[src/rtl/timebase_shift_meter.sv]
// Measures the cycle delay between a reference timebase sync strobe and a shifted timebase sync strobe.
// Optional feature: define SHIFT_AVERAGE_EN to report the truncated average of four measurements.
module timebase_shift_meter #(
    parameter int unsigned COUNTER_WIDTH = 16
) (
    input  logic                     clockIn,
    input  logic                     reset,
    input  logic                     enable,
    input  logic                     ref_sync,
    input  logic                     shifted_sync,
    output logic [COUNTER_WIDTH-1:0] shift_out,
    output logic                     shift_valid,
    input  logic                     shift_ready,
    output logic                     overflow
);

    localparam int unsigned          ACC_WIDTH = COUNTER_WIDTH + 2;
    localparam logic [COUNTER_WIDTH-1:0] CNT_MAX = {COUNTER_WIDTH{1'b1}};

    typedef enum logic [1:0] {
        IDLE,
        WAIT_REF,
        COUNTING,
        REPORT
    } state_t;

    state_t                   state, state_n;
    logic [COUNTER_WIDTH-1:0] counter, counter_n;
    logic [COUNTER_WIDTH-1:0] shift_out_n;
    logic                     shift_valid_n;
    logic                     overflow_n;

    // Completed single measurement, before reporting or accumulation
    logic                     done;
    logic [COUNTER_WIDTH-1:0] meas;
    logic                     meas_ovf;

`ifdef SHIFT_AVERAGE_EN
    logic [ACC_WIDTH-1:0]     acc, acc_n;
    logic [1:0]               meas_cnt, meas_cnt_n;
    logic                     sat, sat_n;
    logic [ACC_WIDTH-1:0]     acc_sum;
`endif

    always_ff @(posedge clockIn or negedge reset) begin
        if (!reset) begin
            state       <= IDLE;
            counter     <= '0;
            shift_out   <= '0;
            shift_valid <= 1'b0;
            overflow    <= 1'b0;
        end else begin
            state       <= state_n;
            counter     <= counter_n;
            shift_out   <= shift_out_n;
            shift_valid <= shift_valid_n;
            overflow    <= overflow_n;
        end
    end

`ifdef SHIFT_AVERAGE_EN
    always_ff @(posedge clockIn or negedge reset) begin
        if (!reset) begin
            acc      <= '0;
            meas_cnt <= '0;
            sat      <= 1'b0;
        end else begin
            acc      <= acc_n;
            meas_cnt <= meas_cnt_n;
            sat      <= sat_n;
        end
    end
`endif

    always_comb begin
        state_n       = state;
        counter_n     = counter;
        shift_out_n   = shift_out;
        shift_valid_n = shift_valid;
        overflow_n    = overflow;
        done          = 1'b0;
        meas          = '0;
        meas_ovf      = 1'b0;
`ifdef SHIFT_AVERAGE_EN
        acc_n         = acc;
        meas_cnt_n    = meas_cnt;
        sat_n         = sat;
        acc_sum       = '0;
`endif

        if (!enable) begin
            state_n       = IDLE;
            counter_n     = '0;
            shift_valid_n = 1'b0;
`ifdef SHIFT_AVERAGE_EN
            acc_n         = '0;
            meas_cnt_n    = '0;
            sat_n         = 1'b0;
`endif
        end else begin
            case (state)
                IDLE: state_n = WAIT_REF;
                WAIT_REF: begin
                    if (ref_sync && shifted_sync) begin
                        done = 1'b1;
                    end else if (ref_sync) begin
                        counter_n = COUNTER_WIDTH'(1);
                        state_n   = COUNTING;
                    end
                end
                COUNTING: begin
                    // A shifted strobe wins over a simultaneous reference restart
                    if (shifted_sync) begin
                        done = 1'b1;
                        meas = counter;
                    end else if (ref_sync) begin
                        counter_n = COUNTER_WIDTH'(1);
                    end else if (counter == CNT_MAX) begin
                        done     = 1'b1;
                        meas     = CNT_MAX;
                        meas_ovf = 1'b1;
                    end else begin
                        counter_n = counter + COUNTER_WIDTH'(1);
                    end
                end
                REPORT: begin
                    if (shift_valid && shift_ready) begin
                        state_n       = WAIT_REF;
                        shift_valid_n = 1'b0;
                    end
                end
                default: state_n = IDLE;
            endcase

            if (done) begin
                counter_n = '0;
`ifdef SHIFT_AVERAGE_EN
                acc_sum = acc + ACC_WIDTH'(meas);
                if (meas_cnt == 2'd3) begin
                    shift_out_n   = (sat || meas_ovf) ? CNT_MAX : COUNTER_WIDTH'(acc_sum >> 2);
                    overflow_n    = sat || meas_ovf;
                    shift_valid_n = 1'b1;
                    state_n       = REPORT;
                    acc_n         = '0;
                    meas_cnt_n    = '0;
                    sat_n         = 1'b0;
                end else begin
                    acc_n      = acc_sum;
                    meas_cnt_n = meas_cnt + 2'd1;
                    sat_n      = sat || meas_ovf;
                    state_n    = WAIT_REF;
                end
`else
                shift_out_n   = meas;
                overflow_n    = meas_ovf;
                shift_valid_n = 1'b1;
                state_n       = REPORT;
`endif
            end
        end
    end

endmodule

[config.mk]
export PLATFORM = sky130hd
export DESIGN_NAME = timebase_shift_meter
export DESIGN_NICKNAME = d
export VERILOG_FILES = /design/src/rtl/timebase_shift_meter.sv
export SDC_FILE = /design/constraint.sdc
export NUM_CORES = 1
export LEC_CHECK = 0
export BUFFER_PORTS_ARGS = -buffer_cell sky130_fd_sc_hd__buf_2
export CAP_MARGIN = 20
export CELL_PAD_IN_SITES_DETAIL_PLACEMENT = 0
export CELL_PAD_IN_SITES_GLOBAL_PLACEMENT = 2
export CORE_ASPECT_RATIO = 1.75
export CORE_MARGIN = 10
export CORE_UTILIZATION = 36
export CTS_CLUSTER_DIAMETER = 60
export DETAILED_ROUTE_END_ITERATION = 8
export PLACE_DENSITY_LB_ADDON = 0.1
export SLEW_MARGIN = 0
export SYNTH_ARGS = -nofsm -noshare
export SYNTH_HDL_FRONTEND = slang
export SYNTH_SLANG_ARGS = --single-unit
[constraint.sdc]
create_clock -name clockIn -period 2.8 [get_ports clockIn]
set_input_delay 0.28 -clock clockIn [delete_from_list [all_inputs] [get_ports clockIn]]
set_output_delay 0.28 -clock clockIn [all_outputs]
set_load 0.005 [all_outputs]
==> results.sh, run 1 <==
export IMPL_synth_seq_cells=36
export IMPL_overflow=0
export IMPL_cap_violations=0
export IMPL_insertion_delay_ns=0.29
export IMPL_grt_pass1_wl_um=8340
export IMPL_placed_area_mm2=0.00216
export IMPL_yosysWarnings=0
export IMPL_powerDensity_mw_per_mm2=652
export IMPL_ys_async_sr_fraction=1.00
export IMPL_coreArea_mm2=0.00530
export IMPL_tns_ns=0
export IMPL_initial_core_util=0.375
export IMPL_synth_edff_count=0
export IMPL_die_area_mm2=0.00901
export IMPL_final_nets=246
export IMPL_synth_cell_types=36
export IMPL_netlist_area_mm2=0.00199
export IMPL_clk_pin_slew_ns=0.07
export IMPL_crit_required_ns=3.01
export IMPL_antenna_left=0
export IMPL_finalSetupViolCount=0
export IMPL_clock_fmax_mhz=414
export IMPL_die_h_um=118
export IMPL_antenna_cells=0
export IMPL_synth_simple_area_share=0.233
export IMPL_ctsResizeCount=0
export IMPL_synth_nets=223
export IMPL_hpwl_um=3710
export IMPL_drive_gt1_frac=0.174
export IMPL_finClkSkew_ns=0.00494
export IMPL_fin_area_mm2=0.00226
export IMPL_io_buffers=23
export IMPL_fin_crit_ns=2.42
export IMPL_reg2reg_depth=7
export IMPL_wl_per_cell_um=16.0
export IMPL_routabilityCongestion=0.833
export IMPL_die_width_um=76.2
export IMPL_drt_iter0_markers=99
export IMPL_synthFlopType="dfrtp_1"
export IMPL_drc_errors=0
export IMPL_critPathCaptureType="flop"
export IMPL_drt_wl_total_um=4950
export IMPL_antenna_found_initial=0
export IMPL_synth_largest_area_cell="dfrtp_1"
export IMPL_synth_cells=212
export IMPL_synth_compound_area_frac=0.245
export IMPL_synth_top_area_frac=0.453
export IMPL_cts_setup_buffers=0
export IMPL_cts_root_buf="clkbuf_8"
export IMPL_start_kind="flop"
export IMPL_finalHoldWorstSlack_ns=0.0827
export IMPL_worstPathMaxFanout=12
export IMPL_rsz0062_at_grt="no"
export IMPL_ys_seq_area_frac=0.453
export IMPL_num_rows=35
export IMPL_slew_violations=0
export IMPL_synth_area_per_cell_um2=9.38
export IMPL_cts_tree="done"
export IMPL_tightestPinTransition_ns=1.03
export IMPL_grt_pass1_vias=1654
export IMPL_ir_drop_v=0.000395
export IMPL_area_growth_pct=13.5
export IMPL_globalRouteTotalUtil=0.110
export IMPL_cp_slowest_cell="a21oi_1"
export IMPL_n_fill_cell=544
export IMPL_clk_path_buf_depth=2
export IMPL_path_cells="inv_1, ha_1, nand2b_1, nand3_1, a21oi_1, o21ai_0, a31oi_1"
export IMPL_numClockSinks=36
export IMPL_arrival_ns=2.63
export IMPL_synth_xor_area_share=0
export IMPL_hold_viol=0
export IMPL_hp_class="input port to async pin"
export IMPL_cts_hold_buf=0
export IMPL_io_pins=24
export IMPL_firstDrtPassIters=4
export IMPL_leakagePower_nw=1.03
export IMPL_worst_setup_path_type="flop to flop"
export IMPL_finalCritPeriodShare=0.864
export IMPL_status="completed"
export IMPL_grt_max_degree=37
export IMPL_muxShareOfSynthArea=0
export IMPL_numCtsBuffers=5
export IMPL_via_per_inst=5.45
export IMPL_vias=1683
export IMPL_slew_headroom=0.310
export IMPL_synth_area_leaders="dfrtp_1 (45%), nand2_1 (6.8%), a31oi_1 (4.7%)"
export IMPL_synth_top_family_by_area="compound AO/OA/AOI/OAI gates"
export IMPL_htreeDepth=2
export IMPL_synthAdderAreaFrac=0.0315
export IMPL_slowest_delay_ns=0.74
-- sequential cells by signal, summed over array words and instances, names as in the netlist --
| name | flops |
|---|---|
| overflow | 1 |
| state | 2 |
| shift_valid | 1 |
| counter | 16 |
| shift_out | 16 |
-- metal layers --
metal	up-vias	wire length [um]	GRT usage
met3	13	258	0.0266
met2	50	2480	0.186
li1	827	-	-
met5	-	0	0
met1	793	2080	0.127
met4	0	133	0.0502
-- worst max-delay path: cells and delay by family (launching register included) --
family	cells	cell delay, ns
compound gates	3	1.16
flops	1	0.43
buf+inv	1	0.07
simple gates	2	0.30
fa+ha+maj	1	0.37
-- worst paths after layout --
| check | endpoint | slack, ns | start |
|---|---|---|---|
| setup reg to reg | counter[11] | 0.38 | state[0] |
| min in group clockIn | shift_valid | 0.31 | shift_ready |
| setup / recovery | counter[11] | 0.38 | state[0] |
| hold reg to reg | shift_out[9] | 0.47 | shift_out[9] |
| hold / removal | shift_out[5] | 0.08 | reset |
| max in group asynchronous | counter[15] | 2.21 | reset |
-- power by group --
part / internal (mW) / switching [mW] / leakage [nW]
Sequential: 0.574 / 0.0494 / 0.498
Clock: 0.219 / 0.180 / 0.0503
Combinational: 0.167 / 0.281 / 0.482
-- cells in the mapped netlist, types with 2 or more instances --
cell and instances:
dfrtp_1 36, nand2_1 36, a31oi_1 15, a21oi_1 14, nor2b_1 13, o31ai_1 12, nand3_1 11, nor2_1 8
a21o_1 7, o21ai_0 6, a41oi_1 5, ha_1 5, buf_2 4, clkbuf_1 4, inv_1 4, nand3b_1 4
nand2b_1 3, nor3_1 3, and3_1 2, buf_6 2, nor4_1 2, o21a_1 2
-- cell type report --
type | instances | area (um2) | share of cell area
Timing Repair Buffer | 26 | 138 | 0.0610
Multi-Input combinational cell | 162 | 1010 | 0.450
Inverter | 4 | 15.0 | 0.00665
Clock buffer | 7 | 96.3 | 0.0427
Sequential cell | 36 | 901 | 0.399
Tap cell | 74 | 92.6 | 0.0410
-- metrics by stage --
stage          cells   util  total power, mW  setup WS, ns
6_report         309  0.426             1.47         0.382
5_1_grt          309  0.426             1.57         0.133
4_1_cts          309  0.426             1.49         0.383
3_5_place_dp     302  0.408             1.09         0.403
3_3_place_gp     302  0.408             1.08         0.422
2_1_floorplan    212      -            0.951         0.859
-- logic make-up (layout without fill, tap and decap cells) --
kind of cell / Yosys count / in the layout
and+or+nand+nor: 88 / 88
AOI/OAI and AO/OA: 69 / 69
DFF: 36 / 36
buffers and inverters: 14 / 37
adders and majority gates: 5 / 5
-- cell usage in the layout, fill, tap and decap left out --
cell type   n
buf_2      23
clkbuf_8    7
nand3b_1    4
inv_1       4
and2_0      1
o31ai_2     1
nor4_1      2
a31oi_1    15
a21oi_1    14
a41oi_4     1
nand3_1    11
buf_4       3
a2bb2oi_1   1
nand3_4     1
nand4_1     1
nor3_1      3
nor2_1      8
nor2b_1    13
nor4_4      1
o31ai_1    12
nand2_1    36
o21ba_2     1
ha_1        5
a31o_2      1
nand2b_1    3
nor4_2      1
o211a_1     1
a21o_1      7
nand3_2     1
o21ai_0     6
a41oi_1     5
o22ai_1     1
a22o_1      1
and3_1      2
o21a_1      2
dfrtp_1    36
(Power assumes the default switching activity.)
==> inputs of run 2 (changes only) <==
Settings changed: CELL_PAD_IN_SITES_DETAIL_PLACEMENT 0 to 1, CELL_PAD_IN_SITES_GLOBAL_PLACEMENT 2 to 1, CORE_UTILIZATION 36 to 40.
==> run 2 against run 1 <==
Largest power group unchanged. Clock skew is 0.0030 ns higher. Power rose by 0.58%. Critical endpoint is now shift_out[13]. Clock power barely moved. Critical path depth is 2 lower. First-iteration DRC count decreased by 20%. Count of clock-buffer cells in the layout unchanged. Critical path type unchanged.
==> results.sh, run 2 (synthesis gave the netlist of run 1 again) <==
export IMPL_die_width_um=73.3
export IMPL_worst_setup_path_type="flop to flop"
export IMPL_cts_tree="done"
export IMPL_drive_gt1_frac=0.171
export IMPL_switching_share=0.350
export IMPL_status="completed"
export IMPL_arrival_ns=2.58
export IMPL_die_area_mm2=0.00830
export IMPL_clock_fmax_mhz=415
export IMPL_drt_wl_total_um=5250
export IMPL_grt_pass1_vias=1862
export IMPL_final_cell_mix="nand2_1 (36), dfrtp_1 (36), buf_2 (23), a31oi_1 (15), a21oi_1 (14)"
export IMPL_ir_drop_v=0.000433
export IMPL_crit_required_ns=2.98
export IMPL_reg_top3="counter (16), shift_out (16), state (2)"
export IMPL_hpwl_um=4010
export IMPL_htreeDepth=2
export IMPL_num_rows=33
export IMPL_antenna_left=0
export IMPL_finClkSkew_ns=0.00791
export IMPL_via_per_inst=5.90
export IMPL_powerDensity_mw_per_mm2=666
export IMPL_slew_headroom=0.301
export IMPL_finalCritPeriodShare=0.860
export IMPL_io_pins=24
export IMPL_vias=1687
export IMPL_rsz0062_at_grt="no"
export IMPL_ctsResizeCount=0
export IMPL_hold_viol=0
export IMPL_initial_core_util=0.419
export IMPL_start_kind="flop"
export IMPL_cts_hold_buf=0
export IMPL_fin_crit_ns=2.41
export IMPL_numClockSinks=36
export IMPL_leakagePower_nw=1.03
export IMPL_numCtsBuffers=5
export IMPL_routabilityCongestion=0.875
export IMPL_p_int_mw=0.961
export IMPL_io_buffers=23
export IMPL_die_h_um=113
export IMPL_worstPathMaxFanout=34
export IMPL_clk_pin_slew_ns=0.07
export IMPL_tightestPinTransition_ns=1.05
export IMPL_grt_max_degree=37
export IMPL_firstDrtPassIters=4
export IMPL_area_growth_pct=11.8
export IMPL_wl_per_cell_um=18.4
export IMPL_grt_pass1_wl_um=9350
export IMPL_tns_ns=0
export IMPL_p_total_mw=1.48
export IMPL_antenna_found_initial=0
export IMPL_final_nets=245
export IMPL_seq_power_share=0.421
export IMPL_antenna_cells=0
export IMPL_power_switching_mw=0.518
export IMPL_drc_errors=0
export IMPL_clk_path_buf_depth=2
export IMPL_finalSetupViolCount=0
export IMPL_overflow=0
export IMPL_insertion_delay_ns=0.29
export IMPL_slew_violations=0
export IMPL_cap_violations=0
export IMPL_comb_power_share=0.309
export IMPL_cts_root_buf="clkbuf_8"
export IMPL_critPathCaptureType="flop"
export IMPL_globalRouteTotalUtil=0.138
export IMPL_hp_class="input port to async pin"
export IMPL_cts_setup_buffers=0
export IMPL_drt_iter0_markers=79
export IMPL_coreArea_mm2=0.00475
export IMPL_clkPwrFrac=0.270
==> run 2: cell count changes in the layout (fill, tap and decap cells not counted) <==
cell   before  now
buf_4       3    2
==> run 2: critical path: stages, from the launching register on <==
cell and delay, ns:
dfrtp_1 0.46, ha_1 0.29, nand3_4 0.14, nor4_4 0.52, a41oi_4 0.48, o31ai_1 0.41
==> run 2: final timing paths <==
| kind | slack [ns] | start | end | depth (start not counted) |
|---|---|---|---|---|
| worst max-delay path | 0.39 | counter[0] | shift_out[13] | 5 |
| worst min-delay path | 0.09 | reset | counter[3] | 1 |
| worst max register to register | 0.39 | counter[0] | shift_out[13] | 5 |
| worst min register to register | 0.47 | shift_out[8] | shift_out[8] | 2 |
| max in group asynchronous | 2.20 | reset | shift_out[14] | 1 |
| min in group clockIn | 0.33 | enable | state[1] | 2 |
==> run 2: routing by layer <==
metal | share of wire | global-route usage | up-vias
li1 | - | - | 820
met1 | 0.42 | 0.157 | 827
met2 | 0.52 | 0.237 | 30
met3 | 0.045 | 0.0332 | 10
met4 | 0.018 | 0.0562 | 0
met5 | 0 | 0 | -
==> run 2: stage by stage <==
step / util / area (um2) / cells / hold WS [ns] / worst slack (ns)
after floorplan: - / 1990 / 212 / -0.0156 / 0.859
after global placement: 0.448 / 2130 / 279 / 0.404 / 0.483
after detailed placement: 0.448 / 2130 / 279 / 0.426 / 0.394
after CTS: 0.468 / 2220 / 286 / 0.119 / 0.372
after global routing: 0.468 / 2220 / 286 / 0.147 / 0.113
final: 0.468 / 2220 / 286 / 0.0898 / 0.393
==> run 2: area by class of cell <==
cell class / count / area (um2)
clock buffers: 7 / 96.3
fillers: 558 / 2530
inverters: 4 / 15.0
multi-input cells: 162 / 1010
flip-flops and latches: 36 / 901
well taps: 52 / 65.1
repair buffers: 25 / 130
==> run 2: power by group through the flow <==
| stage | clock network (mW) | logic [mW] | registers (mW) |
|---|---|---|---|
| after CTS | 0.409 | 0.464 | 0.624 |
| after global routing | 0.432 | 0.525 | 0.631 |
| after detailed placement | 0 | 0.462 | 0.634 |
| final | 0.399 | 0.457 | 0.623 |
| after global placement | 0 | 0.440 | 0.629 |
| after floorplan | 0 | 0.323 | 0.628 |
